<file path="src/rtl/data_receiver_pkg.sv">
// Shared definitions for the serial word receiver.
// Holds the byte-deframer state encoding, frame geometry constants and the
// default timing parameters used by serial_receiver and data_receiver.
package data_receiver_pkg;

  // Byte deframer states.
  typedef enum logic [1:0] {
    StIdle,
    StStart,
    StData,
    StStop
  } rx_state_e;

  // 8N1 frame: 8 data bits; a word is 8 bytes, byte 0 in the low lane.
  localparam int unsigned DataBits     = 8;
  localparam int unsigned BytesPerWord = 8;
  localparam int unsigned WordBits     = DataBits * BytesPerWord;

  localparam int unsigned DefClksPerBit  = 16;
  localparam int unsigned DefTimeoutBits = 20;

endpackage

</file>
<file path="src/rtl/serial_receiver.sv">
// 8N1 byte deframer with input synchronizer.
// Ports:
//   clk          - system clock (rising edge)
//   rst_n        - asynchronous active-low reset
//   in_data      - raw serial line, idle high, asynchronous to clk
//   byte_out     - last received byte (valid while byte_done is high)
//   byte_done    - one-cycle pulse when a byte with a good stop bit completes
//   frame_error  - one-cycle pulse when the stop bit samples low
//   transmission - high while a frame is being decoded (not in idle)
module serial_receiver
  import data_receiver_pkg::*;
#(
  parameter int unsigned CLKS_PER_BIT = DefClksPerBit
) (
  input  logic                clk,
  input  logic                rst_n,
  input  logic                in_data,
  output logic [DataBits-1:0] byte_out,
  output logic                byte_done,
  output logic                frame_error,
  output logic                transmission
);

  localparam int unsigned CntW = $clog2(CLKS_PER_BIT);
  localparam logic [CntW-1:0] HalfM1 = CntW'(CLKS_PER_BIT / 2 - 1);
  localparam logic [CntW-1:0] FullM1 = CntW'(CLKS_PER_BIT - 1);

  rx_state_e           state_q, state_d;
  logic [1:0]          sync_q;
  logic                prev_q;
  logic [CntW-1:0]     cnt_q, cnt_d;
  logic [2:0]          bit_q, bit_d;
  logic [DataBits-1:0] shreg_q, shreg_d;
  logic                hold_q, hold_d;
  logic                done_q, done_d;
  logic                ferr_q, ferr_d;
  logic                rx;

  assign rx = sync_q[1];

  always_comb begin
    state_d = state_q;
    cnt_d   = cnt_q + 1'b1;
    bit_d   = bit_q;
    shreg_d = shreg_q;
    hold_d  = hold_q;
    done_d  = 1'b0;
    ferr_d  = 1'b0;
    unique case (state_q)
      StIdle: begin
        cnt_d = '0;
        if (hold_q) begin
          // After a framing error, demand one full bit time of idle line
          // before any falling edge counts as a start bit again.
          if (rx) begin
            if (cnt_q == FullM1) begin
              hold_d = 1'b0;
            end else begin
              cnt_d = cnt_q + 1'b1;
            end
          end
        end else if (prev_q && !rx) begin
          state_d = StStart;
        end
      end
      StStart: begin
        if (cnt_q == HalfM1) begin
          cnt_d = '0;
          bit_d = '0;
          state_d = rx ? StIdle : StData;
        end
      end
      StData: begin
        if (cnt_q == FullM1) begin
          cnt_d   = '0;
          shreg_d = {rx, shreg_q[DataBits-1:1]};
          bit_d   = bit_q + 3'd1;
          if (bit_q == 3'd7) begin
            state_d = StStop;
          end
        end
      end
      StStop: begin
        if (cnt_q == FullM1) begin
          cnt_d   = '0;
          state_d = StIdle;
          if (rx) begin
            done_d = 1'b1;
          end else begin
            ferr_d = 1'b1;
            hold_d = 1'b1;
          end
        end
      end
      default: state_d = StIdle;
    endcase
  end

  always_ff @(posedge clk or negedge rst_n) begin
    if (!rst_n) begin
      state_q <= StIdle;
      sync_q  <= 2'b11;
      prev_q  <= 1'b1;
      cnt_q   <= '0;
      bit_q   <= '0;
      shreg_q <= '0;
      hold_q  <= 1'b0;
      done_q  <= 1'b0;
      ferr_q  <= 1'b0;
    end else begin
      state_q <= state_d;
      sync_q  <= {sync_q[0], in_data};
      prev_q  <= rx;
      cnt_q   <= cnt_d;
      bit_q   <= bit_d;
      shreg_q <= shreg_d;
      hold_q  <= hold_d;
      done_q  <= done_d;
      ferr_q  <= ferr_d;
    end
  end

  assign byte_out     = shreg_q;
  assign byte_done    = done_q;
  assign frame_error  = ferr_q;
  assign transmission = (state_q != StIdle);

endmodule

</file>
<file path="src/rtl/data_receiver.sv">
// Serial 64-bit word receiver: collects eight 8N1 bytes (byte 0 first) into
// one word, publishes it on data with a one-cycle valid pulse, and drops a
// partial word on a framing error or an over-long gap between bytes.
// Ports:
//   clk, rst_n   - clock and asynchronous active-low reset
//   in_data      - raw serial line, idle high
//   data         - last complete word; byte k is data[8k+7:8k]
//   valid        - one-cycle pulse when data updates
//   busy         - high while a word is partially received
//   transmission - high while a byte frame is in progress
//   error        - one-cycle pulse on framing error or inter-byte timeout
module data_receiver
  import data_receiver_pkg::*;
#(
  parameter int unsigned CLKS_PER_BIT = DefClksPerBit,
  parameter int unsigned TIMEOUT_BITS = DefTimeoutBits
) (
  input  logic                clk,
  input  logic                rst_n,
  input  logic                in_data,
  output logic [WordBits-1:0] data,
  output logic                valid,
  output logic                busy,
  output logic                transmission,
  output logic                error
);

  localparam int unsigned TimeoutLimit = TIMEOUT_BITS * CLKS_PER_BIT;
  localparam int unsigned TmrW = $clog2(TimeoutLimit + 1);
  localparam logic [TmrW-1:0] TmrLast = TmrW'(TimeoutLimit - 1);

  logic [DataBits-1:0] byte_out;
  logic                byte_done;
  logic                frame_error;

  logic [WordBits-1:0] word_q, word_d;
  logic [WordBits-1:0] data_q, data_d;
  logic [2:0]          idx_q, idx_d;
  logic [TmrW-1:0]     tmr_q, tmr_d;
  logic                valid_q, valid_d;
  logic                error_q, error_d;

  serial_receiver #(
    .CLKS_PER_BIT(CLKS_PER_BIT)
  ) u_serial_receiver (
    .clk         (clk),
    .rst_n       (rst_n),
    .in_data     (in_data),
    .byte_out    (byte_out),
    .byte_done   (byte_done),
    .frame_error (frame_error),
    .transmission(transmission)
  );

  always_comb begin
    word_d  = word_q;
    data_d  = data_q;
    idx_d   = idx_q;
    tmr_d   = tmr_q;
    valid_d = 1'b0;
    error_d = 1'b0;
    if (byte_done) begin
      // Completion has priority over a timeout expiring in the same cycle.
      word_d[{idx_q, 3'b000} +: DataBits] = byte_out;
      idx_d = idx_q + 3'd1;
      tmr_d = '0;
      if (idx_q == 3'd7) begin
        data_d  = {byte_out, word_q[WordBits-DataBits-1:0]};
        valid_d = 1'b1;
      end
    end else if (frame_error) begin
      idx_d   = '0;
      tmr_d   = '0;
      error_d = 1'b1;
    end else if (transmission || (idx_q == 3'd0)) begin
      // A frame in progress restarts the gap measurement.
      tmr_d = '0;
    end else if (tmr_q == TmrLast) begin
      idx_d   = '0;
      tmr_d   = '0;
      error_d = 1'b1;
    end else begin
      tmr_d = tmr_q + 1'b1;
    end
  end

  always_ff @(posedge clk or negedge rst_n) begin
    if (!rst_n) begin
      word_q  <= '0;
      data_q  <= '0;
      idx_q   <= '0;
      tmr_q   <= '0;
      valid_q <= 1'b0;
      error_q <= 1'b0;
    end else begin
      word_q  <= word_d;
      data_q  <= data_d;
      idx_q   <= idx_d;
      tmr_q   <= tmr_d;
      valid_q <= valid_d;
      error_q <= error_d;
    end
  end

  assign data  = data_q;
  assign valid = valid_q;
  assign error = error_q;
  assign busy  = (idx_q != 3'd0);

endmodule

</file>
<file path="config.mk">
export PLATFORM = sky130hd
export DESIGN_NAME = data_receiver
export DESIGN_NICKNAME = d
export VERILOG_FILES = /design/src/rtl/data_receiver_pkg.sv /design/src/rtl/serial_receiver.sv /design/src/rtl/data_receiver.sv
export SDC_FILE = /design/constraint.sdc
export NUM_CORES = 1
export LEC_CHECK = 0
export CORE_AREA = 10 10 147 149
export CTS_BUF_LIST = sky130_fd_sc_hd__clkbuf_4 sky130_fd_sc_hd__clkbuf_8
export CTS_CLUSTER_DIAMETER = 150
export DETAILED_ROUTE_END_ITERATION = 6
export DIE_AREA = 0 0 157 159
export GPL_TIMING_DRIVEN = 0
export PLACE_DENSITY = 0.65
export SLEW_MARGIN = 0
export SYNTH_ARGS = -nofsm -noshare
export SYNTH_HDL_FRONTEND = slang
export SYNTH_SLANG_ARGS = --single-unit
</file>
<file path="constraint.sdc">
create_clock -name clk -period 3.2 [get_ports clk]
set_input_delay 0.64 -clock clk [delete_from_list [all_inputs] [get_ports clk]]
set_output_delay 0.64 -clock clk [all_outputs]
set_load 0.1 [all_outputs]
</file>
==> reports/results.tsv <==
metric	value	unit
yosys_warnings	0	
cts.sinks	157	
vdd_drop_max	0.293	mV
die_w	157	um
num_vias	3868	
netlist_area	0.00640	sq mm
port_buffers	70	
slew_violations	0	
reg2reg_from	idx_q[0]$_DFFE_PN0P_	
path_class	flop to primary output	
cp_data_arrival_time	2400	ps
dp_hpwl	9.73	mm
drt_iter0_drc	196	
power_density	491	mW/mm^2
crit_fanout	10	
clk_pin_slew	90	ps
yosysTopAreaCell	dfrtp_1	
hold_violations	0	
die_y	159	um
grt_overflow	0	
r2r_setup_slack	250	ps
die_area	0.0250	sq mm
start_kind	flop	
num_rows	50	
synth.area.top_cells	dfrtp_1 60%, mux2_2 21%, ha_1 3.1%, nand2_1 2.1%, and2_1 1.5%	
post_cts_buffers	0	
numCtsBuffers	17	
endpoint	busy	
critPathCaptureType	primary output	
max-clock-path-buffers	2	
finalNonFillerCells	802	
grt_setup_unrepaired	no	
crit_slowest_cell	dfrtp_1	
io_pins	71	
p_total	3.84	mW
fin_nets	574	
grt_pass1_vias	4079	
yosys.cell_types.count	41	
synth.top_cell.area_share	60.2	%
worst_pin_slew	1090	ps
r2r_end	word_q[51]$_DFFE_PN0P_	
path_cells	clkbuf_1 -> inv_1 -> ha_1 -> ha_1 -> inv_1 -> clkbuf_4	
layout-drive-gt1-share	28.5	%
grt_util_all_layers	11.4	%
status	completed	
core	0.0186	sq mm
cp.required	2560	ps
finClkSkew	11.4	ps
path_depth	6	
syn_inst	465	
synthesis.nets	484	
maxCapViolCount	0	
grt_pass1_wl	22.5	mm
hp-class	input port to async pin	
wl_met3	1.07	mm
top_layer	met4	
grt_max_degree	86	
insertion_delay	460	ps
postRouteAntennaNets	0	
drt_wl_total	13.8	mm
cp-startpoint	idx_q[0]$_DFFE_PN0P_	
synth-seq-area-share	61.4	%
antenna_found_initial	0	
firstDrtPassIters	4	
root_buffer	clkbuf_8	
drc	0	
slew_headroom	27.3	%
initial_core_util	34.5	%
syn_avg_cell_area	13.8	sq um
max_stage_delay	490	ps
gp_congestion	0.781	
synth-seq-cells	157	
syn2layout_area_growth	22.0	%
path_delay_family	buffers and inverters	
viasPerCell	4.82	
cts_tree	yes	
wl_met1	5.82	mm
r2r_cells	7	
finalCriticalPeriod	3040	ps
setup_viol	0	
clock.fmax	329	MHz
diodes	0	
dp_cells	770	
dr_wl_met2	6.69	mm
worst-path-buf-inv	4	
period_share	94.9	%
htree_levels	4	
p_leak	3.77	nW
wl_per_cell	17.2	um
## cell type report
cell class | count | area [sq um]
Clock inverter | 12 | 115
Tap cell | 234 | 293
Buffer | 13 | 56.3
Multi-Input combinational cell | 282 | 2370
Fill cell | 1695 | 10800
Clock buffer | 20 | 269
Inverter | 13 | 48.8
Timing Repair Buffer | 71 | 726
Sequential cell | 157 | 3930
## layout by cell type (no fill, tap or decap), types with 2 or more instances in the layout
master and n:
dfrtp_1 154, mux2_2 117, clkdlybuf4s50_1 67, nand2_1 36
clkbuf_8 19, ha_1 16, and2_1 15, nor2_1 15
inv_1 13, o21ai_0 13, clkbuf_1 12, nand3_1 8
nor3_1 6, a21oi_1 6, and3_1 6, clkinvlp_4 6
nand2b_1 5, xnor2_1 4, xor2_1 3, nor3b_1 3
clkinv_4 3, dfstp_2 3, buf_6 2, nand3b_1 2
o31ai_1 2, nand4_1 2, a32o_2 2, a22o_1 2
a31oi_1 2, clkbuf_4 2
## power by group
group          total, mW  internal [mW]  switching [mW]
clock network       1.41          0.667           0.745
registers           2.05           2.02          0.0335
logic              0.375          0.118           0.256
total               3.84           2.80            1.04
## cell usage after synthesis, drive strengths merged
master and count:
dfrtp 154, nand3 9, o2bb2ai 1, a21oi 6, nor2 15, nand2b 5
o21a 1, nor3 6, a22o 3, nor4bb 1, buf 1, or4 1
o31ai 2, xor2 3, clkbuf 12, or3 1, nand2 36, a211o 1
a32o 2, nor3b 4, o22a 1, mux2i 1, inv 13, and2 15
mux2 117, nor4b 1, and4b 1, ha 16, or2 1, o32ai 1
nand3b 2, dfstp 3, nand4 2, and3 6, nor2b 1, o21ai 13
xnor2 4, o311a 1, a31oi 2
## timing repair
item | 4_1_cts | 5_1_grt
resized for setup | 6 | 2
endpoints found under the setup margin | 2 | 2
hold buffers | 0 | 0
gates cloned | 0 | 0
endpoints found under the hold margin | 0 | 0
## layer usage
layer / track usage, % / up-vias
met3: 4.56 / 15
met2: 18.2 / 73
met4: 3.99 / 0
met5: 0 / -
met1: 13.6 / 1971
li1: - / 1809
## registers in the layout, summed over array words and instances, names as in the netlist, named ones only
signal,cells
data,64
error,1
idx_q,3
tmr_q,9
u_serial_receiver.bit_q,3
u_serial_receiver.byte_done,1
u_serial_receiver.byte_out,8
u_serial_receiver.cnt_q,4
u_serial_receiver.frame_error,1
u_serial_receiver.hold_q,1
u_serial_receiver.prev_q,1
u_serial_receiver.state_q,1
u_serial_receiver.sync_q,2
valid,1
word_q,56
## worst min-delay path by stage
stage                                                 end  cells past startpoint
finish                                    error$_DFF_PN0_                      1
global route                              error$_DFF_PN0_                      1
CTS                                       error$_DFF_PN0_                      1
detailed placement  u_serial_receiver.sync_q[1]$_DFF_PN1_                      0
global placement    u_serial_receiver.sync_q[1]$_DFF_PN1_                      0
floorplan                                       async pin                      0
## through the flow
stage	utilization [%]	TNS (ps)	hold slack [ps]	worst slack [ps]	cell area [sq um]
floorplan	-	0	344	555	6400
global placement	39.8	-707760	347	-4550	7400
detailed placement	40.0	-202	349	-202	7420
CTS	42.0	0	209	26.1	7800
global route	42.0	0	234	2.96	7810
finish	42.0	0	195	162	7810
## cells by family (layout without fill, tap and decap cells)
| logic type | after synthesis | count (layout) | synth area share (%) |
|---|---|---|---|
| DFF | 157 | 157 | 61.4 |
| buffers and inverters | 26 | 129 | 1.64 |
| adders and majority gates | 16 | 16 | 3.13 |
| xor gates and xnor gates | 7 | 7 | 0.958 |
| muxes | 118 | 118 | 20.7 |
| AOI/OAI and AO/OA | 34 | 34 | 3.52 |
| and+or+nand+nor | 107 | 107 | 8.60 |
No activity file was read; power rests on OpenSTA's default activity.
==> RTL edit 1, RTL diff (config.mk and constraints unchanged) <==
Register the output `data` once more, without a reset; this adds one clock of latency there. The other outputs are not delayed to match. Comments in the files are not updated.
--- a/src/rtl/data_receiver.sv
+++ b/src/rtl/data_receiver.sv
@@ -103,5 +103,7 @@
   end
 
-  assign data  = data_q;
+  always_ff @(posedge clk) begin
+    data <= data_q;
+  end
   assign valid = valid_q;
   assign error = error_q;
Formal check against the unedited RTL: same outputs for any inputs over 10 cycles, from zero or initial values and one cycle with rst_n low; that may be too few to reach the edited logic, so the function may still have changed.
==> RTL edit 1 against the original RTL <==
Non-clock buffer count shrank 1. Global-route usage is 0.30 points higher. Design area is 21% higher. Wire length rose by 5.2%. Utilization rose by 8.9 points. Critical path type unchanged. Area after synthesis increased by 20%. Die area is the same. Sequential cell count increased by 64. Worst setup slack gained 0.033 ns. Total power up 49%. Sequential power is 39% higher. Largest cell class unchanged.
==> RTL edit 1: results (changes against the original RTL) <==
* Synth top cells by count: dfrtp_1, mux2_2, dfxtp_1, nand2_1, ha_1
* Crit path arrival time at 2.36 ns (-0.04 ns)
* Gpl congestion at 0.836 (+7.0%)
* Min-delay worst type: in2async
* Crit path max fanout at 10 (unchanged)
* Post-synthesis async set-or-reset flop share at 71.0% (-29 points)
* Iter 0 DRT Violations at 265 (+35%)
* Final WL at 14500 um (+5.2%)
* Synth warn at 0 (unchanged)
* H-tree depth at 2 (-2)
* Syn_nets at 543 (+12%)
* Worst-Skew Late Latency at 0.51 ns (+0.05 ns)
* Post-synthesis adder-cell area fraction at 2.61% (-0.52 points)
* Leakage at 0.00454 uW (+20%)
* CTS Buffer Depth at 3 (+1)
* First-pass detailed-route iteration total at 4 (unchanged)
* RR Endpoint: word_q[3]
* Multiplexer share of the synthesized area at 17.6% (-3.2 points)
* DR vias/cell at 4.78 (-0.80%)
* Ratio of cells with drive above 1 in the final layout at 30.6% (+2.0 points)
* Nets@finish at 652 (+14%)
* Worst-Margin Slew at 0.991 ns (-0.0954 ns)
* CTS tree: done
* Cell variety after synth at 44 (+7.3%)
* Largest stage delay on the critical path at 0.44 ns (-0.05 ns)
* Compound-Gate Fraction of Synth Area at 2.80% (-0.72 points)
* Setup Crit Path Kind: reg2out
* CTS hold repair buffers at 0 (unchanged)
* Post-synthesis sequential area ratio at 67.9% (+6.5 points)
* Tot GR Track Use at 11.7% (+0.30 points)
* Post-synthesis xor/xnor area fraction at 0.798% (-0.16 points)
* Vias in the first global route at 4621 (+13%)
* CP max stage cell: dfrtp_1
* Biggest regs: data: 64 flops, data_q: 64 flops, word_q: 56 flops
* Largest net degree at the start of global routing at 80 (-7.0%)
* First-pass GRT wire length at 23900 um (+6.4%)
* Clock skew at 0.0185 ns (+0.00706 ns)
* R2r setup slk at 0.38 ns (+0.13 ns)
* Num CTS Buffers at 36 (+19)
* Area contributors post-synth: dfrtp_1, mux2_2, dfxtp_1
* Clock transition at path regs at 0.05 ns (-0.04 ns)
* Post-DP HPWL at 9720 um (about the same)
* N_diodes at 0 (unchanged)
* Status: complete, no violations
* Max rail drop VDD at 0.543 mV (+85%)
[RTL edit 1: cell count changes after synthesis, moves of 2 or more]
cell	change
buf_2	+5
clkbuf_1	-6
dfxtp_1	+64
mux2_2	+2
nand2_1	-3
nand3_1	-2
o21ai_0	-2
[RTL edit 1: kinds of logic (layout without fill, tap and decap cells)]
group                      after synthesis  in the layout
xor gates and xnor gates                 7              7
DFF                                    221            221
muxes                                  120            120
AOI/OAI and AO/OA                       32             32
and+or+nand+nor                        103            103
buffers and inverters                   25            162
adders and majority gates               16             16
[RTL edit 1: cell type report]
class	count	area [um2]
buffer	12	58.8
tap	234	293
clock inverter	5	30.0
timing repair buffer	71	726
clock buffer	61	739
multi-input combinational	278	2360
sequential	221	5210
inverter	13	48.8
fill	1535	9110
[RTL edit 1: report_power, final]
group	internal (uW)	switching, uW	total (uW)
logic	118	258	377
clock network	1460	1030	2490
registers	2820	30.2	2850
total	4390	1320	5710
[RTL edit 1: per-layer routing]
layer	wire [um]	up-vias	global-route usage [%]	share of wire, %
li1	-	2033	-	-
met1	6530	2137	14.7	45
met2	6770	90	18.7	47
met3	941	22	3.89	6.5
met4	239	0	3.69	1.7
met5	0	-	0	0
[RTL edit 1: stage by stage]
step | setup slack, ns | area [um2] | TNS, ns | std cells | hold slack [ns]
after floorplan | 0.795 | 7680 | 0 | 524 | 0.342
after global routing | 0.0372 | 9470 | 0 | 895 | 0.192
after global placement | -4.58 | 8670 | -712.12 | 828 | 0.346
final | 0.196 | 9470 | 0 | 895 | 0.156
after CTS | 0.0658 | 9470 | 0 | 895 | 0.173
after detailed placement | -0.114 | 8700 | -0.114 | 829 | 0.348
[RTL edit 1: what timing repair did]
action | in CTS | in global routing
pin swaps | 0 | 0
resized for setup | 6 | 1
setup endpoints to repair | 2 | 1
==> RTL edit 2, RTL diff (same settings) <==
Made on the original files. Change the package constant `DataBits` from 8 to 12.
--- a/src/rtl/data_receiver_pkg.sv
+++ b/src/rtl/data_receiver_pkg.sv
@@ -13,5 +13,5 @@
 
   // 8N1 frame: 8 data bits; a word is 8 bytes, byte 0 in the low lane.
-  localparam int unsigned DataBits     = 8;
+  localparam int unsigned DataBits     = 12;
   localparam int unsigned BytesPerWord = 8;
   localparam int unsigned WordBits     = DataBits * BytesPerWord;
Ports: changed (resized data); port bits go from 71 to 103. No check against the original RTL was run, so the function may have changed too.
==> RTL edit 2 against the original RTL <==
Sequential cell count is 64 higher. Critical path depth is 1 higher. Area after synthesis is 41% higher. Utilization is 18 points higher. Via count is 42% higher. Design area is 43% higher. Count of clock-buffer cells in the layout is 44 higher. Register-to-register slack better by 0.08 ns. Wire length is 43% higher. Total power is 53% higher. Worst setup slack better by 0.073 ns.
==> RTL edit 2: results (changes against the original RTL) <==
* Largest net degree at the start of global routing at 118 (+37%)
* Worst-Skew Late Latency at 0.53 ns (+0.07 ns)
* Cell variety after synth at 62 (+51%)
* GRT met1 Usage at 20.7% (+7.0 points)
* Finished Cell Area at 0.0112 mm2 (+43%)
* H-tree depth at 2 (-2)
* IO Port Bufs at 102 (+46%)
* Status: complete, no violations
* Non-clk invs at 15 (+2)
* Max FFs per register at 96 (+50%)
* Placed Cells at 977 (+27%)
* Met2 WL at 9510 um (+42%)
* Met3 Wirelength at 1360 um (+26%)
* FILL cells at 1449 (-15%)
* Tot GR Track Use at 16.1% (+4.7 points)
* Max rail drop VDD at 0.329 mV (+12%)
* Synth top cells by count: dfrtp_1, mux2_2, nand2_1, nor2_1, inv_1
* Multi-input combinational area share at 29.5% (-0.84 points)
* Largest stage delay on the critical path at 0.43 ns (-0.06 ns)
* ClkCell Share at 7.12% (+2.2 points)
* Nets@finish at 799 (+39%)
* Leakage at 0.00538 uW (+43%)
* Comb. pwr at 415 uW (+11%)
* Vias post-DR at 5506 (+42%)
* Ratio of cells with drive above 1 in the final layout at 34.9% (+6.4 points)
* GR Layer Usage met2 at 25.8% (+7.6 points)
* Post-synthesis sequential area ratio at 61.3% (-0.094 points)
* Iter 0 DRT Violations at 299 (+53%)
* Post-Route M1 WL at 8420 um (+45%)
* Dpl ws at 0.0389 ns (+0.241 ns)
* Met3 usage at 4.18% (-0.38 points)
* Post-cts repair resize count at 4 (-2)
* Crit path arrival time at 2.32 ns (-0.08 ns)
* Worst-Margin Slew at 1.00 ns (-0.0836 ns)
* Net switching power at 1370 uW (+32%)
* CTS Buffer Depth at 3 (+1)
* Clock transition at path regs at 0.05 ns (-0.04 ns)
* Post-DP HPWL at 13800 um (+42%)
* Clock skew at 0.0222 ns (+0.0108 ns)
* Syn_nets at 656 (+36%)
-- RTL edit 2: cell count changes after synthesis, sizes merged, moves of 4 or more --
cell    delta
dfrtp     +64
a21oi      +4
o221a      +4
a22oi      +4
and2      -12
mux2i      +6
o21ai      +4
nor2      +14
nand2b     +4
buf       +16
nand2      +4
mux2      +57
-- RTL edit 2: cell families after synthesis --
logic type,synth area share [%]
simple gates,7.67
buf+inv,2.19
xor+xnor,0.679
compound gates,3.84
fa+ha+maj,1.80
mux,22.5
flops,61.3
-- RTL edit 2: path summary, 6_finish.rpt --
path                                                to  cells after the start  slack (ns)                         from
min in group clk           u_serial_receiver.sync_q[1]                      0        0.36  u_serial_receiver.sync_q[0]
max in group asynchronous                     data[91]                      2        2.06                        rst_n
max reg2reg                                 word_q[41]                      9        0.33                     idx_q[0]
max                                               busy                      7        0.24                     idx_q[0]
min                                         word_q[76]                      1        0.16                        rst_n
min reg2reg                u_serial_receiver.sync_q[1]                      0        0.36  u_serial_receiver.sync_q[0]
